### src/rtl/data_memory_pkg.sv
// data_memory_pkg: access size encodings, FSM state type and lane helpers shared by the data memory
package dmem_pkg;
    localparam logic [1:0] SZ_BYTE  = 2'd0;
    localparam logic [1:0] SZ_HALF  = 2'd1;
    localparam logic [1:0] SZ_WORD  = 2'd2;
    localparam logic [1:0] SZ_DWORD = 2'd3;

    typedef enum logic [1:0] {ST_IDLE, ST_WAIT, ST_RESP, ST_INIT} state_t;

    function automatic logic [7:0] size_bytes_mask(input logic [1:0] size);
        return size == SZ_BYTE ? 8'h01 : size == SZ_HALF ? 8'h03 : size == SZ_WORD ? 8'h0f : 8'hff;
    endfunction

    function automatic logic [2:0] align_mask(input logic [1:0] size);
        return (3'd1 << size) - 3'd1;
    endfunction
endpackage

### src/rtl/data_memory_if.sv
// data_memory_if: request/response bus of the data memory
interface data_memory_if #(parameter int DATA_W = 64);
    logic              req_valid;
    logic              req_ready;
    logic              write_en;
    logic [1:0]        size;
    logic [63:0]       address;
    logic [DATA_W-1:0] data_in;
    logic              rsp_valid;
    logic [DATA_W-1:0] out;
    logic              fault;
    logic              busy;

    modport master(output req_valid, write_en, size, address, data_in,
                   input req_ready, rsp_valid, out, fault, busy);
    modport slave(input req_valid, write_en, size, address, data_in,
                  output req_ready, rsp_valid, out, fault, busy);
endinterface

### src/rtl/dmem_lane_ctrl.sv
// dmem_lane_ctrl: byte enables, store alignment and zero-extended load extraction for one doubleword
module dmem_lane_ctrl
    import dmem_pkg::*;
#(
    parameter int DATA_W = 64
) (
    input  logic [1:0]          size,
    input  logic [2:0]          lane,
    input  logic [DATA_W-1:0]   store_data,
    input  logic [DATA_W-1:0]   rd_data,
    output logic [DATA_W/8-1:0] be,
    output logic [DATA_W-1:0]   wr_data,
    output logic [DATA_W-1:0]   ld_data
);
    localparam int NB = DATA_W / 8;

    logic [7:0]        bm;
    logic [DATA_W-1:0] shifted;

    // shift store data up to its lane, shift load data down and mask off bytes beyond the access size
    always_comb begin
        bm = size_bytes_mask(size);
        be = NB'(bm) << lane;
        wr_data = store_data << {lane, 3'b000};
        shifted = rd_data >> {lane, 3'b000};
        ld_data = '0;
        for (int i = 0; i < NB; i++) ld_data[i*8 +: 8] = bm[i] ? shifted[i*8 +: 8] : 8'h00;
    end
endmodule

### src/rtl/data_memory.sv
// data_memory: LEGv8 doubleword data memory with wait states; DATA_MEMORY_INIT_EN adds a reset-time i*100 fill sweep
module data_memory
    import dmem_pkg::*;
#(
    parameter int DATA_W      = 64,
    parameter int DEPTH       = 32,
    parameter int WAIT_CYCLES = 0
) (
    input logic         clk,
    input logic         reset,
    data_memory_if.slave bus
);
    localparam int AW = $clog2(DEPTH);
    localparam logic [2:0] LAST_WAIT = 3'(WAIT_CYCLES - 1);

    state_t            state, state_n;
    logic [2:0]        cnt;
    logic              wr_q;
    logic [1:0]        size_q;
    logic [63:0]       addr_q;
    logic [DATA_W-1:0] din_q, out_q;
    logic [DATA_W-1:0] mem [DEPTH];
    logic [AW-1:0]     idx;
    logic              fault_c, commit;
    logic [DATA_W/8-1:0] be;
    logic [DATA_W-1:0] wdata, ldata, rdata;
`ifdef DATA_MEMORY_INIT_EN
    logic [AW-1:0]     ptr;
`endif

    assign idx     = addr_q[AW+2:3];
    assign rdata   = mem[idx];
    assign fault_c = |(addr_q[2:0] & align_mask(size_q)) || addr_q >= 64'(DEPTH * 8);
    assign commit  = state == ST_RESP && !fault_c && !reset;

    dmem_lane_ctrl #(.DATA_W(DATA_W)) u_lane (
        .size(size_q),
        .lane(addr_q[2:0]),
        .store_data(din_q),
        .rd_data(rdata),
        .be(be),
        .wr_data(wdata),
        .ld_data(ldata)
    );

    // state register and wait-state counter; reset abandons any access in flight
    always_ff @(posedge clk) begin
        if (reset) begin
`ifdef DATA_MEMORY_INIT_EN
            state <= ST_INIT;
`else
            state <= ST_IDLE;
`endif
            cnt <= '0;
        end else begin
            state <= state_n;
            cnt <= (state == ST_WAIT && state_n == ST_WAIT) ? cnt + 3'd1 : '0;
        end
    end

    // next-state logic
    always_comb begin
        state_n = state;
        unique case (state)
            ST_IDLE: if (bus.req_valid) state_n = WAIT_CYCLES > 0 ? ST_WAIT : ST_RESP;
            ST_WAIT: if (cnt == LAST_WAIT) state_n = ST_RESP;
            ST_RESP: state_n = ST_IDLE;
`ifdef DATA_MEMORY_INIT_EN
            ST_INIT: if (ptr == AW'(DEPTH - 1)) state_n = ST_IDLE;
`else
            ST_INIT: state_n = ST_IDLE;
`endif
        endcase
    end

    // capture the request when it is accepted
    always_ff @(posedge clk) begin
        if (state == ST_IDLE && bus.req_valid) begin
            wr_q   <= bus.write_en;
            size_q <= bus.size;
            addr_q <= bus.address;
            din_q  <= bus.data_in;
        end
    end

    // load result is held between load responses; faulting loads leave it alone
    always_ff @(posedge clk) begin
        if (reset) out_q <= '0;
        else if (commit && !wr_q) out_q <= ldata;
    end

`ifdef DATA_MEMORY_INIT_EN
    // sweep pointer for the reset-time fill
    always_ff @(posedge clk) begin
        if (reset) ptr <= '0;
        else if (state == ST_INIT) ptr <= ptr + 1'b1;
    end
`endif

    // memory array: fill sweep writes whole words, stores write only their enabled bytes
    always_ff @(posedge clk) begin
`ifdef DATA_MEMORY_INIT_EN
        if (!reset && state == ST_INIT) mem[ptr] <= DATA_W'(ptr) * DATA_W'(100);
`endif
        if (commit && wr_q)
            for (int i = 0; i < DATA_W / 8; i++)
                if (be[i]) mem[idx][i*8 +: 8] <= wdata[i*8 +: 8];
    end

    assign bus.req_ready = state == ST_IDLE;
    assign bus.rsp_valid = state == ST_RESP;
    assign bus.fault     = state == ST_RESP && fault_c;
    assign bus.out       = (state == ST_RESP && !wr_q && !fault_c) ? ldata : out_q;
`ifdef DATA_MEMORY_INIT_EN
    assign bus.busy      = state == ST_INIT;
`else
    assign bus.busy      = 1'b0;
`endif
endmodule

### src/flat_wrapper.sv
// flat-port wrapper written by rule: the top's interface ports become plain ports
module data_memory_flat import dmem_pkg::*;
#(
    parameter int DATA_W      = 64,
    parameter int DEPTH       = 32,
    parameter int WAIT_CYCLES = 0
)
  (clk, reset, bus_req_valid, bus_write_en, bus_size, bus_address, bus_data_in, bus_req_ready, bus_rsp_valid, bus_out, bus_fault, bus_busy);
  data_memory_if #(.DATA_W(DATA_W)) bus_i ();
  input logic clk;
  input logic reset;
  input wire logic [$bits(bus_i.req_valid)-1:0] bus_req_valid;
  input wire logic [$bits(bus_i.write_en)-1:0] bus_write_en;
  input wire logic [$bits(bus_i.size)-1:0] bus_size;
  input wire logic [$bits(bus_i.address)-1:0] bus_address;
  input wire logic [$bits(bus_i.data_in)-1:0] bus_data_in;
  output wire logic [$bits(bus_i.req_ready)-1:0] bus_req_ready;
  output wire logic [$bits(bus_i.rsp_valid)-1:0] bus_rsp_valid;
  output wire logic [$bits(bus_i.out)-1:0] bus_out;
  output wire logic [$bits(bus_i.fault)-1:0] bus_fault;
  output wire logic [$bits(bus_i.busy)-1:0] bus_busy;
  assign bus_i.req_valid = bus_req_valid;
  assign bus_i.write_en = bus_write_en;
  assign bus_i.size = bus_size;
  assign bus_i.address = bus_address;
  assign bus_i.data_in = bus_data_in;
  assign bus_req_ready = bus_i.req_ready;
  assign bus_rsp_valid = bus_i.rsp_valid;
  assign bus_out = bus_i.out;
  assign bus_fault = bus_i.fault;
  assign bus_busy = bus_i.busy;
  data_memory #(.DATA_W(DATA_W), .DEPTH(DEPTH), .WAIT_CYCLES(WAIT_CYCLES)) u_core (.clk(clk), .reset(reset), .bus(bus_i));
endmodule
### config.mk
export PLATFORM = sky130hd
export DESIGN_NAME = data_memory_flat
export DESIGN_NICKNAME = d
export VERILOG_FILES = /design/src/rtl/data_memory_pkg.sv /design/src/rtl/data_memory_if.sv /design/src/rtl/dmem_lane_ctrl.sv /design/src/rtl/data_memory.sv /design/src/flat_wrapper.sv
export SDC_FILE = /design/constraint.sdc
export NUM_CORES = 2
export LEC_CHECK = 0
export BUFFER_PORTS_ARGS = -buffer_cell sky130_fd_sc_hd__buf_2
export CELL_PAD_IN_SITES_DETAIL_PLACEMENT = 0
export CELL_PAD_IN_SITES_GLOBAL_PLACEMENT = 1
export CORE_MARGIN = 2
export CORE_UTILIZATION = 40
export DETAILED_ROUTE_END_ITERATION = 10
export GPL_TIMING_DRIVEN = 0
export PLACE_DENSITY = 0.71
export SLEW_MARGIN = 20
export SYNTH_ARGS = -nofsm -noshare
export SYNTH_HDL_FRONTEND = slang
export SYNTH_HIERARCHICAL = 1
export SYNTH_SLANG_ARGS = --single-unit
### constraint.sdc
create_clock -name clk -period 7.5 [get_ports clk]
set_input_delay 1.5 -clock clk [delete_from_list [all_inputs] [get_ports clk]]
set_output_delay 1.5 -clock clk [all_outputs]
set_load 0.03 [all_outputs]
## Word level (Yosys, flattened, before mapping)

Memories as Yosys holds them, arrays and structs flattened. A register that Yosys moved wholly into a read port is not among the register bits.
Index checks and enable logic that the tools add are counted.

- Bitwise operators: 2
- Multiplexer cells: 40
- Add/sub/neg operators: 2
- Magnitude comparators: 1
- Shift operators: 4
- Reduce and logical (&&, ||, !) cells: 18
- Equality and inequality tests: 7

Operators with widths:

| cell | number |
|---|---|
| 8-bit two-way mux | 11 |
| 64-bit by 9-bit greater-or-equal comparator with 1-bit output (second input constant) | 1 |
| 64-bit two-way mux | 1 |
| 64-bit by 6-bit left shift with 64-bit output | 1 |
| 64-bit by 6-bit >> shifter with 64-bit output | 1 |
| 1-bit two-way mux | 24 |
| 1-bit logical AND | 9 |
| 8-bit by 3-bit left shift with 8-bit output | 1 |
| 2-bit by 1-bit equality test with 1-bit output (second input constant) | 3 |
| 2-bit equality test (second input constant) | 3 |
| 2-bit one-hot mux with 3 select lines | 1 |
| 5-bit two-way mux | 1 |
| 2-bit logical NOT | 2 |
| 2-bit two-way mux | 2 |
| 2-bit OR reduction | 2 |
| 3-bit by 1-bit adder with 3-bit output (second input constant) | 1 |
| 3-bit AND | 1 |
| 3-bit equality test (second input constant) | 1 |
| 1-bit logical NOT | 3 |
| 3-bit OR reduction | 1 |
| 1-bit by 2-bit left shift with 3-bit output (first input constant) | 1 |
| 3-bit by 1-bit subtractor with 3-bit output (second input constant) | 1 |
| 1-bit logical OR | 1 |
| 1-bit inverter | 1 |

- RAM bits: 2,048
- Bits of input ports: 134
- Logic and storage cells: 82
- Memories kept: 1
- Flip-flop bits (word level): 200

Memory list:

| name | depth | bits a word | read ports | clocked after memory_dff | wr ports | line | text |
|---|---|---|---|---|---|---|---|
| u_core.mem | 32 | 64 | 1 | 1 | 1 | data_memory.sv:22 | `logic [DATA_W-1:0] mem [DEPTH];` |

## Depth between registers and ports, before layout

- Depth in word-level cells: 11
- Gate-level depth with buffers: 14

## Hierarchy

The synthesis kept the hierarchy.

Modules (own cells, without submodules):

| module | instances | cells each | area an instance (µm²) | sequential area each (µm²) |
|---|---|---|---|---|
| data_memory | 1 | 4,052 | 86,212.7 | 66,914.2 |
| dmem_lane_ctrl | 1 | 453 | 3,389.5 | 0.0 |

## Worst setup path before layout

No wires, ideal clock.

- Path type: input to register
- Start point: input port bus_req_valid
- End point: register (tool-made name)
- Stages: 3
- Data arrival time: 5,966 ps
- Path slack: 1,456 ps
- Library setup time: 78 ps
- Cell sequence: and2_1 -> clkbuf_1 -> mux2_2

RTL lines:

| element | line | text |
|---|---|---|
| start: declaration | flat_wrapper.sv:12 | `input wire logic [$bits(bus_i.req_valid)-1:0] bus_req_valid;` |

==> reports/results.ini <==
[die]
die_height_um = 477.3
rows = 173
core-area_mm2 = 0.2225
initial_core_util = 0.4027
die_width_um = 477.3
dieArea_mm2 = 0.2278
ios = 202

[cells_and_area]
fin_nets = 5170
stdcell_area_mm2 = 0.1039
multiInputGateArea_mm2 = 0.02201
proportion_of_layout_cells_with_a_drive_suffix_above_1 = 0.2915
layout.filler_cells = 18570
area_delta_synth_final_pct = 15.97
seq_area_mm2 = 0.06691

[power_and_ir_drop]
cellPowerDensity_mw_per_mm2 = 269.6
seq_power_share = 0.501
power_report.internal_total_mw = 21.02
total_power_mw = 28.01
leakagePower_nw = 34.90
power_frac_comb = 0.108
clockPowerShare = 0.391
switching_power_as_a_share_of_total_power = 0.2496
power.switching_mw = 6.993
vdd_drop_max_mv = 0.2558

[synthesis]
syn_nets = 4641
yosysSeqAreaShare = 0.7468
synth_top_family_by_area = multiplexers
synthMuxAreaShare = 0.1657
area_fraction_in_and_or_nand_and_nor_cells_after_synthesis = 0.03371
synth_edf_count = 2179
yosys_top_cell_area_share = 0.7303
synth_compound_area_frac = 0.03596
synth_adder_area_share = 0.0002793
synth-xor-area-share = 0
synth_warnings = 6
synth_ff_type = sky130_fd_sc_hd__edfxtp_1
synth-seq-cells = 2253
netlist_top_cells_count = sky130_fd_sc_hd__edfxtp_1, sky130_fd_sc_hd__mux4_2, sky130_fd_sc_hd__nor2_1, sky130_fd_sc_hd__mux2i_1, sky130_fd_sc_hd__nand2_1
synthesis.area_mm2 = 0.08960
synthMostInstantiatedCell = sky130_fd_sc_hd__edfxtp_1
synthTopCellsByArea = sky130_fd_sc_hd__edfxtp_1, sky130_fd_sc_hd__mux4_2, sky130_fd_sc_hd__mux2i_1, sky130_fd_sc_hd__dfxtp_1, sky130_fd_sc_hd__nor2_1
synth.distinct_cells = 61
yosys.area.top_type = sky130_fd_sc_hd__edfxtp_1
post_synth.cell_area_avg_um2 = 19.89
async_flop_share = 0
synthCells = 4505

[sta]
worst_pin_slew_ns = 1.332
final.setup.tns_ns = -0.09654
period_share = 1.005
finalSetupViolCount = 7
final-max-slew-violation-count = 0
grt_setup_unrepaired = false
final.hold.worst_slack_ns = 0.4244
hold_viol = 0
final.min_clock_period_ns = 7.541
final.setup_skew_ns = 0.05005
final_worst_setup_slack_ns = -0.04063
max_clock_freq_mhz = 132.6
headroom_to_the_max_slew_limit = 0.1099

[cts]
clock_path_buffers = 3
cts_tree = yes
cts_htree_levels = 4
tritoncts_num_sinks = 2253
clock_latency_ns = 0.89
clockRootBuffer = sky130_fd_sc_hd__clkbuf_16
clk_transition_reported_paths_ns = 0.06
cts_buffers = 221

[worst_setup_path]
critical-path-slowest-cell = sky130_fd_sc_hd__buf_2
critical_path.startpoint_type = flop
setup.worst_path.class = flop to output pin
arrival_ns = 6.04
critPathCaptureType = output pin
timing.critical_path.mode_cell = sky130_fd_sc_hd__buf_2
required_time_at_the_endpoint_of_the_critical_path_ns = 6.00
critical_path.cell_chain = buf_2 > buf_2 > buf_2 > buf_2 > mux2i_1 > a221oi_2 > mux2_2 > o22ai_1 > a211oi_1 > nand4_1 > nand2_1 > buf_2
crit_path_max_incr_delay_ns = 0.68
crit_fanout = 10

[routing]
route.detailed.vias_per_inst = 6.197
final_antenna_net_count = 0
route.final.wire_length_mm = 313.7
first_iter_violations = 7647
routed-via-count = 50840
post-route-drc-count = 0
routedWlPerCell_um = 38.24
drt-pass1-iter-count = 8

[place]
placement.cell_area_mm2 = 0.09653
port_buffers = 200
finalWeightedCongestion = 0.9921
post-dp-hpwl_mm = 219.6

[min_path]
hold_path.class = flop to flop

[global_route]
grt-ovfl-total = 0
grt_pass1_wl_mm = 416.6
grt_util_all_layers = 0.2708
grt_antenna_before_repair = 14
grt_start_max_net_pins = 55
first_global_vias = 48830

[run_status]
run_status = finished with violations
violations = setup timing

[flow_run]
drv.max_cap_violation_count = 0

stage by stage:
stage / cells / setup slack [ns] / util
global placement: 7680 / -0.8711 / 0.4239
finish: 8204 / -0.04063 / 0.4670
global route: 8198 / 0.01790 / 0.4669
floorplan: 4505 / 1.456 / -
CTS: 8197 / 0.009792 / 0.4665
detailed placement: 7787 / 0.4570 / 0.4338
area by class of cell:
type / count / share of cell area
Sequential cell: 2253 / 0.6439
Clock inverter: 145 / 0.01408
Tap cell: 2975 / 0.03582
Multi-Input combinational cell: 1950 / 0.2118
Timing Repair Buffer: 307 / 0.02309
Clock buffer: 266 / 0.05504
Antenna cell: 7 / 0.0001686
Inverter: 4 / 0.0001445
Buffer: 297 / 0.01591
placed cells by master, fill, tap and decap left out, types with 16 or more instances in the layout:
| master | netlist | routed |
|---|---|---|
| sky130_fd_sc_hd__edfxtp_1 | 2179 | 2179 |
| sky130_fd_sc_hd__mux4_2 | 514 | 514 |
| sky130_fd_sc_hd__nor2_1 | 328 | 311 |
| sky130_fd_sc_hd__buf_2 | 60 | 309 |
| sky130_fd_sc_hd__mux2i_1 | 272 | 270 |
| sky130_fd_sc_hd__clkbuf_16 | 0 | 221 |
| sky130_fd_sc_hd__clkbuf_1 | 124 | 125 |
| sky130_fd_sc_hd__nand2_1 | 135 | 109 |
| sky130_fd_sc_hd__a21oi_1 | 75 | 75 |
| sky130_fd_sc_hd__nand4_1 | 75 | 75 |
| sky130_fd_sc_hd__buf_4 | 59 | 74 |
| sky130_fd_sc_hd__dfxtp_1 | 74 | 74 |
| sky130_fd_sc_hd__clkinv_2 | 0 | 51 |
| sky130_fd_sc_hd__mux2_2 | 49 | 49 |
| sky130_fd_sc_hd__o21ai_0 | 48 | 48 |
| sky130_fd_sc_hd__clkinv_1 | 0 | 45 |
| sky130_fd_sc_hd__clkbuf_2 | 1 | 43 |
| sky130_fd_sc_hd__a22o_1 | 43 | 43 |
| sky130_fd_sc_hd__a211oi_1 | 45 | 36 |
| sky130_fd_sc_hd__buf_6 | 15 | 34 |
| sky130_fd_sc_hd__o22ai_1 | 40 | 32 |
| sky130_fd_sc_hd__a221oi_2 | 7 | 28 |
| sky130_fd_sc_hd__a22oi_1 | 27 | 27 |
| sky130_fd_sc_hd__nand2_2 | 1 | 27 |
| sky130_fd_sc_hd__and2_1 | 31 | 22 |
| sky130_fd_sc_hd__o21ai_1 | 22 | 22 |
| sky130_fd_sc_hd__o21a_1 | 21 | 21 |
| sky130_fd_sc_hd__buf_16 | 0 | 20 |
| sky130_fd_sc_hd__bufinv_16 | 0 | 18 |
| sky130_fd_sc_hd__nor2b_1 | 17 | 16 |
flip-flops by register name, indices dropped and copies added (netlist names), named ones only:
name / count
u_core/addr_q: 64
u_core/cnt: 3
u_core/din_q: 64
u_core/mem: 2048
u_core/out_q: 64
u_core/size_q: 2
u_core/state: 2
u_core/wr_q: 1
worst max-delay path: cells and delay by family, from the launching register on:
family	cells	cell delay, ns
buffers and inverters	5	2.34
AOI/OAI and AO/OA	3	1.38
muxes	2	0.59
and+or+nand+nor	2	0.47
DFF	1	0.32
path summary, 6_finish.rpt:
kind	slack (ns)	start	cells after the start	to
worst max-delay path	-0.04	flop	12	bus_out[15]
worst min-delay path	0.42	u_core/cnt[0]	1	u_core/cnt[0]
worst max register to register	2.44	flop	11	u_core/out_q[15]
worst min register to register	0.42	u_core/cnt[0]	1	u_core/cnt[0]
logic make-up after synthesis:
kind of cell | Yosys count
DFF | 2253
and+or+nand+nor | 663
buffers and inverters | 302
other | 1
muxes | 835
AOI/OAI and AO/OA | 449
adders and majority gates | 2
power by group through the flow:
stage	Combinational (mW)	Clock [mW]	Sequential, mW
6_report	3.02	11.0	14.0
5_1_grt	3.02	11.6	14.0
4_1_cts	2.91	11.1	14.0
3_5_place_dp	2.89	0	14.3
3_3_place_gp	2.63	0	14.4
2_1_floorplan	1.38	0	14.3
per-layer routing:
layer,track usage,routed length (um),share of wire,vias up
met5,0,32,0.00010,-
met4,0.1803,25290,0.081,4
met3,0.07144,36150,0.12,679
met2,0.4053,139000,0.44,3468
met1,0.3484,113300,0.36,26910
li1,-,-,-,19780
timing repair:
| action | CTS | global route |
|---|---|---|
| resized for setup | 22 | 16 |
| setup buffers | 0 | 0 |
| setup endpoints to repair | 40 | 7 |
| hold buffers | 0 | 0 |
(Power assumes the default switching activity.)
